### config.mk
export PLATFORM = sky130hd
export DESIGN_NAME = mod_datapath
export DESIGN_NICKNAME = d
export VERILOG_FILES = /design/src/rtl/mod_pkg.sv /design/src/rtl/mod_sub_cmp.sv /design/src/rtl/mod_datapath.sv
export SDC_FILE = /design/constraint.sdc
export NUM_CORES = 1
export LEC_CHECK = 0
export CAP_MARGIN = 10
export CORE_UTILIZATION = 30
export DETAILED_ROUTE_END_ITERATION = 10
export PLACE_DENSITY = 0.51
export SYNTH_ARGS = -nofsm -noshare
export SYNTH_HDL_FRONTEND = slang
export SYNTH_HIERARCHICAL = 1
export SYNTH_SLANG_ARGS = --single-unit
### constraint.sdc
create_clock -name CLK -period 8.7 [get_ports CLK]
set_input_delay 1.305 -clock CLK [delete_from_list [all_inputs] [get_ports CLK]]
set_output_delay 1.305 -clock CLK [all_outputs]
set_load 0.01 [all_outputs]
### src/rtl/mod_pkg.sv
// Shared definitions for the MOD/DIV datapath.
//   DEFAULT_WIDTH : default operand/result width
//   CMD_LOAD      : {we,s} encoding that loads a new operand pair
//   CMD_STEP      : {we,s} encoding that performs one subtract step
package mod_pkg;

    localparam int unsigned DEFAULT_WIDTH = 32;

    localparam logic [1:0] CMD_LOAD = 2'b10;
    localparam logic [1:0] CMD_STEP = 2'b11;

endpackage

### src/rtl/mod_sub_cmp.sv
// Combinational WIDTH+1 bit subtractor/comparator for the MOD/DIV datapath.
// Ports:
//   r      in   WIDTH  current remainder
//   b      in   WIDTH  divisor
//   diff   out  WIDTH  r - b (low WIDTH bits)
//   borrow out  1      r < b (unsigned)
//   b_zero out  1      divisor is zero
module mod_sub_cmp
    import mod_pkg::*;
#(
    parameter int unsigned WIDTH = DEFAULT_WIDTH
) (
    input  logic [WIDTH-1:0] r,
    input  logic [WIDTH-1:0] b,
    output logic [WIDTH-1:0] diff,
    output logic             borrow,
    output logic             b_zero
);

    logic [WIDTH:0] diff_full;

    // The extra top bit is the borrow out, which doubles as the r < b compare.
    assign diff_full = {1'b0, r} - {1'b0, b};
    assign diff      = diff_full[WIDTH-1:0];
    assign borrow    = diff_full[WIDTH];
    assign b_zero    = (b == '0);

endmodule

### src/rtl/mod_datapath.sv
// Datapath for the multi-cycle MOD/DIV unit. Computes A mod B and A / B by
// repeated subtraction under control of the mod control unit.
// Ports:
//   CLK       in   1      clock, rising edge
//   reset     in   1      synchronous, active-high
//   a_in      in   WIDTH  dividend
//   b_in      in   WIDTH  divisor
//   we        in   1      register write enable
//   s         in   1      0: load operands, 1: subtract step
//   result    in   1      control unit in terminal state
//   is_less   out  1      R < B or B == 0
//   rem_out   out  WIDTH  registered remainder
//   quo_out   out  WIDTH  registered quotient
//   valid     out  1      one-cycle pulse when rem_out/quo_out update
//   div_zero  out  1      current operation had B == 0
//   busy      out  1      operation loaded and result not yet captured
module mod_datapath
    import mod_pkg::*;
#(
    parameter int unsigned WIDTH = DEFAULT_WIDTH
) (
    input  logic             CLK,
    input  logic             reset,
    input  logic [WIDTH-1:0] a_in,
    input  logic [WIDTH-1:0] b_in,
    input  logic             we,
    input  logic             s,
    input  logic             result,
    output logic             is_less,
    output logic [WIDTH-1:0] rem_out,
    output logic [WIDTH-1:0] quo_out,
    output logic             valid,
    output logic             div_zero,
    output logic             busy
);

    logic [WIDTH-1:0] r_q;
    logic [WIDTH-1:0] b_q;
    logic [WIDTH-1:0] q_q;
    logic             result_d;

    logic [WIDTH-1:0] diff;
    logic             borrow;
    logic             b_zero;
    logic             result_rise;
    logic [WIDTH-1:0] q_inc;

    mod_sub_cmp #(
        .WIDTH (WIDTH)
    ) u_sub_cmp (
        .r      (r_q),
        .b      (b_q),
        .diff   (diff),
        .borrow (borrow),
        .b_zero (b_zero)
    );

    // B == 0 forces termination so the control unit can never loop forever.
    assign is_less     = borrow | b_zero;
    assign result_rise = result & ~result_d;
    // Quotient saturates rather than wrapping.
    assign q_inc       = (q_q == '1) ? q_q : q_q + 1'b1;

    always_ff @(posedge CLK) begin
        if (reset) begin
            r_q      <= '0;
            b_q      <= '0;
            q_q      <= '0;
            rem_out  <= '0;
            quo_out  <= '0;
            valid    <= 1'b0;
            div_zero <= 1'b0;
            busy     <= 1'b0;
            result_d <= 1'b0;
        end else begin
            result_d <= result;
            valid    <= result_rise;

            // Capture sees pre-LOAD R/Q; a concurrent LOAD then re-asserts busy below.
            if (result_rise) begin
                rem_out <= r_q;
                quo_out <= q_q;
                busy    <= 1'b0;
            end

            case ({we, s})
                CMD_LOAD: begin
                    r_q      <= a_in;
                    b_q      <= b_in;
                    q_q      <= '0;
                    busy     <= 1'b1;
                    div_zero <= (b_in == '0);
                end
                CMD_STEP: begin
                    // A step while R < B (or B == 0) is illegal and ignored.
                    if (!is_less) begin
                        r_q <= diff;
                        q_q <= q_inc;
                    end
                end
                default: ;
            endcase
        end
    end

endmodule

Word level (Yosys, flattened, before mapping)
Cells that the tools add are included.
- eq/ne operators: 5
- reduce and logical (&&, ||, !) cells: 6
- bitwise logic cells: 3
- $add $sub $neg: 2
- multiplexer cells: 7
- operator list (operator ; count):
    one-hot mux 32 bit (2 select lines) ; 2
    two-way mux 32 bit ; 3
    logical NOT 32 bit ; 2
    subtractor 32 x 32 -> 33 bit ; 1
    adder 32 x 1 -> 32 bit (second input constant) ; 1
    equality test 32 bit (second input constant) ; 1
    equality test 2 bit (second input constant) ; 2
    != test 2 bit (second input constant) ; 2
    nonzero test 2 bit ; 2
    AND reduction 3 bit ; 1
    two-way mux 1 bit ; 2
    AND reduction 2 bit ; 1
    AND 1 bit ; 1
    inverter 1 bit ; 1
    bitwise OR 1 bit ; 1
- bits of input ports: 69
- word-level logic and storage cells: 32
- bits in registers: 164

Longest topological paths before layout
- word-level depth: 4
- mapped depth: 16
- gate-level depth less buffers: 15

Modules after synthesis
Netlist, hierarchy kept.
- by module, submodules not included (module ; times used ; cells each ; seq. area each (um2) ; area an instance (um2)):
    mod_datapath ; 1 ; 867 ; 3283.1 ; 6774.0
    mod_sub_cmp ; 1 ; 287 ; 0.0 ; 1956.9

Least setup slack after synthesis
No wires, ideal clock.
- path kind: reg-to-output
- start point: reg b_q[4]
- end point: out is_less
- data required time: 7.395 ns
- arrival time: 2.233 ns
- slack: 5.162 ns
- cell stages (with the launch flop): 11
- cell sequence: dfxtp_1 > inv_1 > ha_1 > a21o_1 > a21o_1 > o21ba_1 > a211o_1 > a21oi_1 > nand2_1 > a31oi_1 > or2_2
- longest elaborated chain between the ends: 2
- elaborated cells on any way between the ends: 3
- classes of those cells: add/sub: 1; bitwise: 1; reduce/logical: 1
- ends and longest elaborated chain (item ; line ; source):
    from (decl) ; mod_datapath.sv:38 ; logic [WIDTH-1:0] b_q;
    from (signal assigned) ; mod_datapath.sv:89 ; b_q <= b_in;
    subtractor 32 x 32 -> 33 bit ; mod_sub_cmp.sv:23 ; assign diff_full = {1'b0, r} - {1'b0, b};
    named net borrow ; mod_datapath.sv:43 ; logic borrow;
    bitwise OR 1 bit ; mod_datapath.sv:59 ; assign is_less = borrow | b_zero;
    to (decl) ; mod_datapath.sv:29 ; output logic is_less,
The timed path passes the listed nets, and every way through them passes these cells.

Worst setup path after layout
- start point: reg b_q[2]
- end point: out is_less
The elaborated chain is that of the path after synthesis.

==> out/results.ini <==
[sta]
setup_slack_ns=3.91
fin_setup_tns_ns=0
period_share=0.550
period_needed_ns=4.79
slew_headroom=0.390
finalHoldViolCount=0
drv_slew=0
final.setup_skew_ns=0.0133
rsz0062_at_grt=no
setup_viol=0
max_freq_mhz=209
worstMarginPinSlew_ns=0.914

[global_route]
grt_overflow=0
grt_util_all_layers=0.188
antenna_found_initial=2
grt_pass1_wl_mm=45.2
grt_max_degree=83
grt_pass1_vias=8200

[synth]
synth_nets=1257
ys_top_cells_by_area=dfxtp_1 (38%), nand2_1 (13%), a21oi_1 (7.3%), ha_1 (4.7%), a311oi_1 (4.7%)
ys_ff_latch=164
netlist_area_mm2=0.00873
synth.avg_cell_area_um2=7.57
synth_edf_count=0
ys_types=71
ys.flop_type=dfxtp_1
synth_warnings=6
yosysSeqAreaShare=0.376
synth_top_area_frac=0.376
synth_cells=1154
yosysTopAreaCell=dfxtp_1
postSynth.asyncResetShare=0

[critical_path]
crit_family=compound AO/OA/AOI/OAI gates
critPathMaxStageDelay_ns=0.54
cp_num_buf_inv=2
critPathCaptureType=output port
cp.arrival_ns=3.48
path_cells=inv_1 > ha_1 > nor2b_1 > o2111a_1 > o21ba_1 > a211o_1 > a21oi_1 > nand2_1 > a31oi_1 > or2_2 > clkdlybuf4s50_1
cp.required_ns=7.39
critPathSlowestCell=clkdlybuf4s50_1
worst-setup-path-type=flop to output port
start_kind=flop
path_max_fanout=4

[routing]
first_pass_iters=7
top_layer=met4
wl_met2_mm=12.1
totalWireLength_mm=27.8
via_per_inst=5.14
route.detailed.drc=0
vias=8423
ant_nets=0
drt_iter0_drc=609
wl_per_cell_um=17.0
wl_met1_mm=14.2
wl_met3_mm=1.27

[final_layout]
fin_area_mm2=0.0109
nets=1342
area_delta_synth_final_pct=25.2
finish.utilization=0.381
final_common_cell=nand2_1
drive_gt1_frac=0.0575
final_cell_mix=nand2_1 (305), dfxtp_1 (164), clkdlybuf4s50_1 (135), a21oi_1 (128), nor2_1 (60)

[placed_design]
placed_area_mm2=0.0103
io_buffers=136
dp_hpwl_mm=19.3
dp_slack_ns=4.37
gp_congestion=0.884

[hold_path]
min_path_type=flop to flop

[power_and_ir_drop]
p_int_uw=1520
power_uw=2320
netSwitchingPower_uw=800
powerDensity_mw_per_mm2=212
power.share.sequential=0.359
ir_drop_uv=118
sw_frac_of_total=0.345
combPwrFrac=0.309
p_leak_uw=0.00385
pwr-share-clk=0.332

[die]
ioPinCount=137
coreArea_mm2=0.0287
die_y_um=173
num_rows=62
initial_core_util=0.304
die-area_mm2=0.0298
fp.dieW_um=173

[clock_network]
cts-root-buf=clkbuf_16
cts_buffer_depth=2
clkTransAtPathRegs_ns=0.07
hold_buffers=0
clkSinkCount=164
cts_resized=0
cts-buffers-inserted=17
cts.htree.levels=4
post_cts.repair.setup_buffers=0
clock_latency_ns=0.43
cts_tree=done

[outcome]
status=complete, no violations

[run]
max_cap_viol_count=0

## kinds of logic (layout without fill, tap and decap cells)
| group | Yosys count | after routing | share of synthesized area |
|---|---|---|---|
| fa+ha+maj | 34 | 34 | 0.0496 |
| simple gates | 498 | 498 | 0.259 |
| mux | 1 | 1 | 0.00115 |
| buf+inv | 124 | 222 | 0.0552 |
| other cells | 0 | 2 | 0 |
| compound gates | 304 | 304 | 0.230 |
| flops | 164 | 164 | 0.376 |
| xor+xnor | 29 | 29 | 0.0291 |
## worst paths after layout
kind	from	endpoint	slack, ns	cells past startpoint
setup / recovery	b_q[2]$_SDFFE_PP0N_	is_less	3.91	11
hold reg to reg	rem_out[16]$_SDFFE_PP0P_	rem_out[16]$_SDFFE_PP0P_	0.45	2
setup reg to reg	r_q[0]$_SDFFE_PP0P_	q_q[29]$_SDFFE_PP0P_	4.58	15
hold / removal	rem_out[16]$_SDFFE_PP0P_	rem_out[16]$_SDFFE_PP0P_	0.45	2
## layer usage
metal | GRT usage | vias up
met2 | 0.286 | 210
met4 | 0.0450 | 0
met3 | 0.0319 | 12
met1 | 0.272 | 3954
met5 | 0 | -
li1 | - | 4247
## stage by stage
stage	std cells	hold slack, ns
after floorplan	1154	0.406
after global placement	1604	0.444
after detailed placement	1604	0.448
after CTS	1636	0.458
after global routing	1637	0.470
final	1638	0.455
## cell type report
cell class | count | area (um^2)
clock buffer | 21 | 470
antenna | 2 | 5.00
multi-input combinational | 866 | 4980
tap | 384 | 480
timing repair buffer | 146 | 1430
sequential | 164 | 3280
clock inverter | 11 | 116
fill | 3079 | 17800
inverter | 44 | 165
## worst min-delay path: cells and delay by family (launching register included)
kind	cells	cell delay (ns)
DFF	1	0.31
and+or+nand+nor	1	0.05
AOI/OAI and AO/OA	1	0.05
## flip-flops by register name (all words and copies together), names as in the netlist
register	count
r_q	32
busy	1
rem_out	32
q_q	32
b_q	32
quo_out	32
valid	1
result_d	1
div_zero	1
## power by group through the flow
stage / Combinational, uW / Sequential (uW) / Clock (uW)
after floorplan: 510 / 840 / 0
after global placement: 714 / 848 / 0
after detailed placement: 708 / 849 / 0
after CTS: 713 / 832 / 791
after global routing: 792 / 837 / 826
final: 715 / 831 / 770
## cells in the mapped netlist, drive strengths merged (7+ instances only)
cell    number
and3         8
and2         8
nor4        20
inv         44
a31oi       22
nor2b       10
buf         29
dfxtp      164
clkbuf      51
a41oi        8
and4         8
a311oi      48
nor2        60
nand2b       7
ha          33
nand2      305
o21ai       32
nand3       23
nand4       17
xor2        14
o21a         7
a211oi       7
o211ai       7
nor3        16
a21oi      129
xnor2       15
a21o        17
Note: power is estimated with default switching activity, not from simulation.
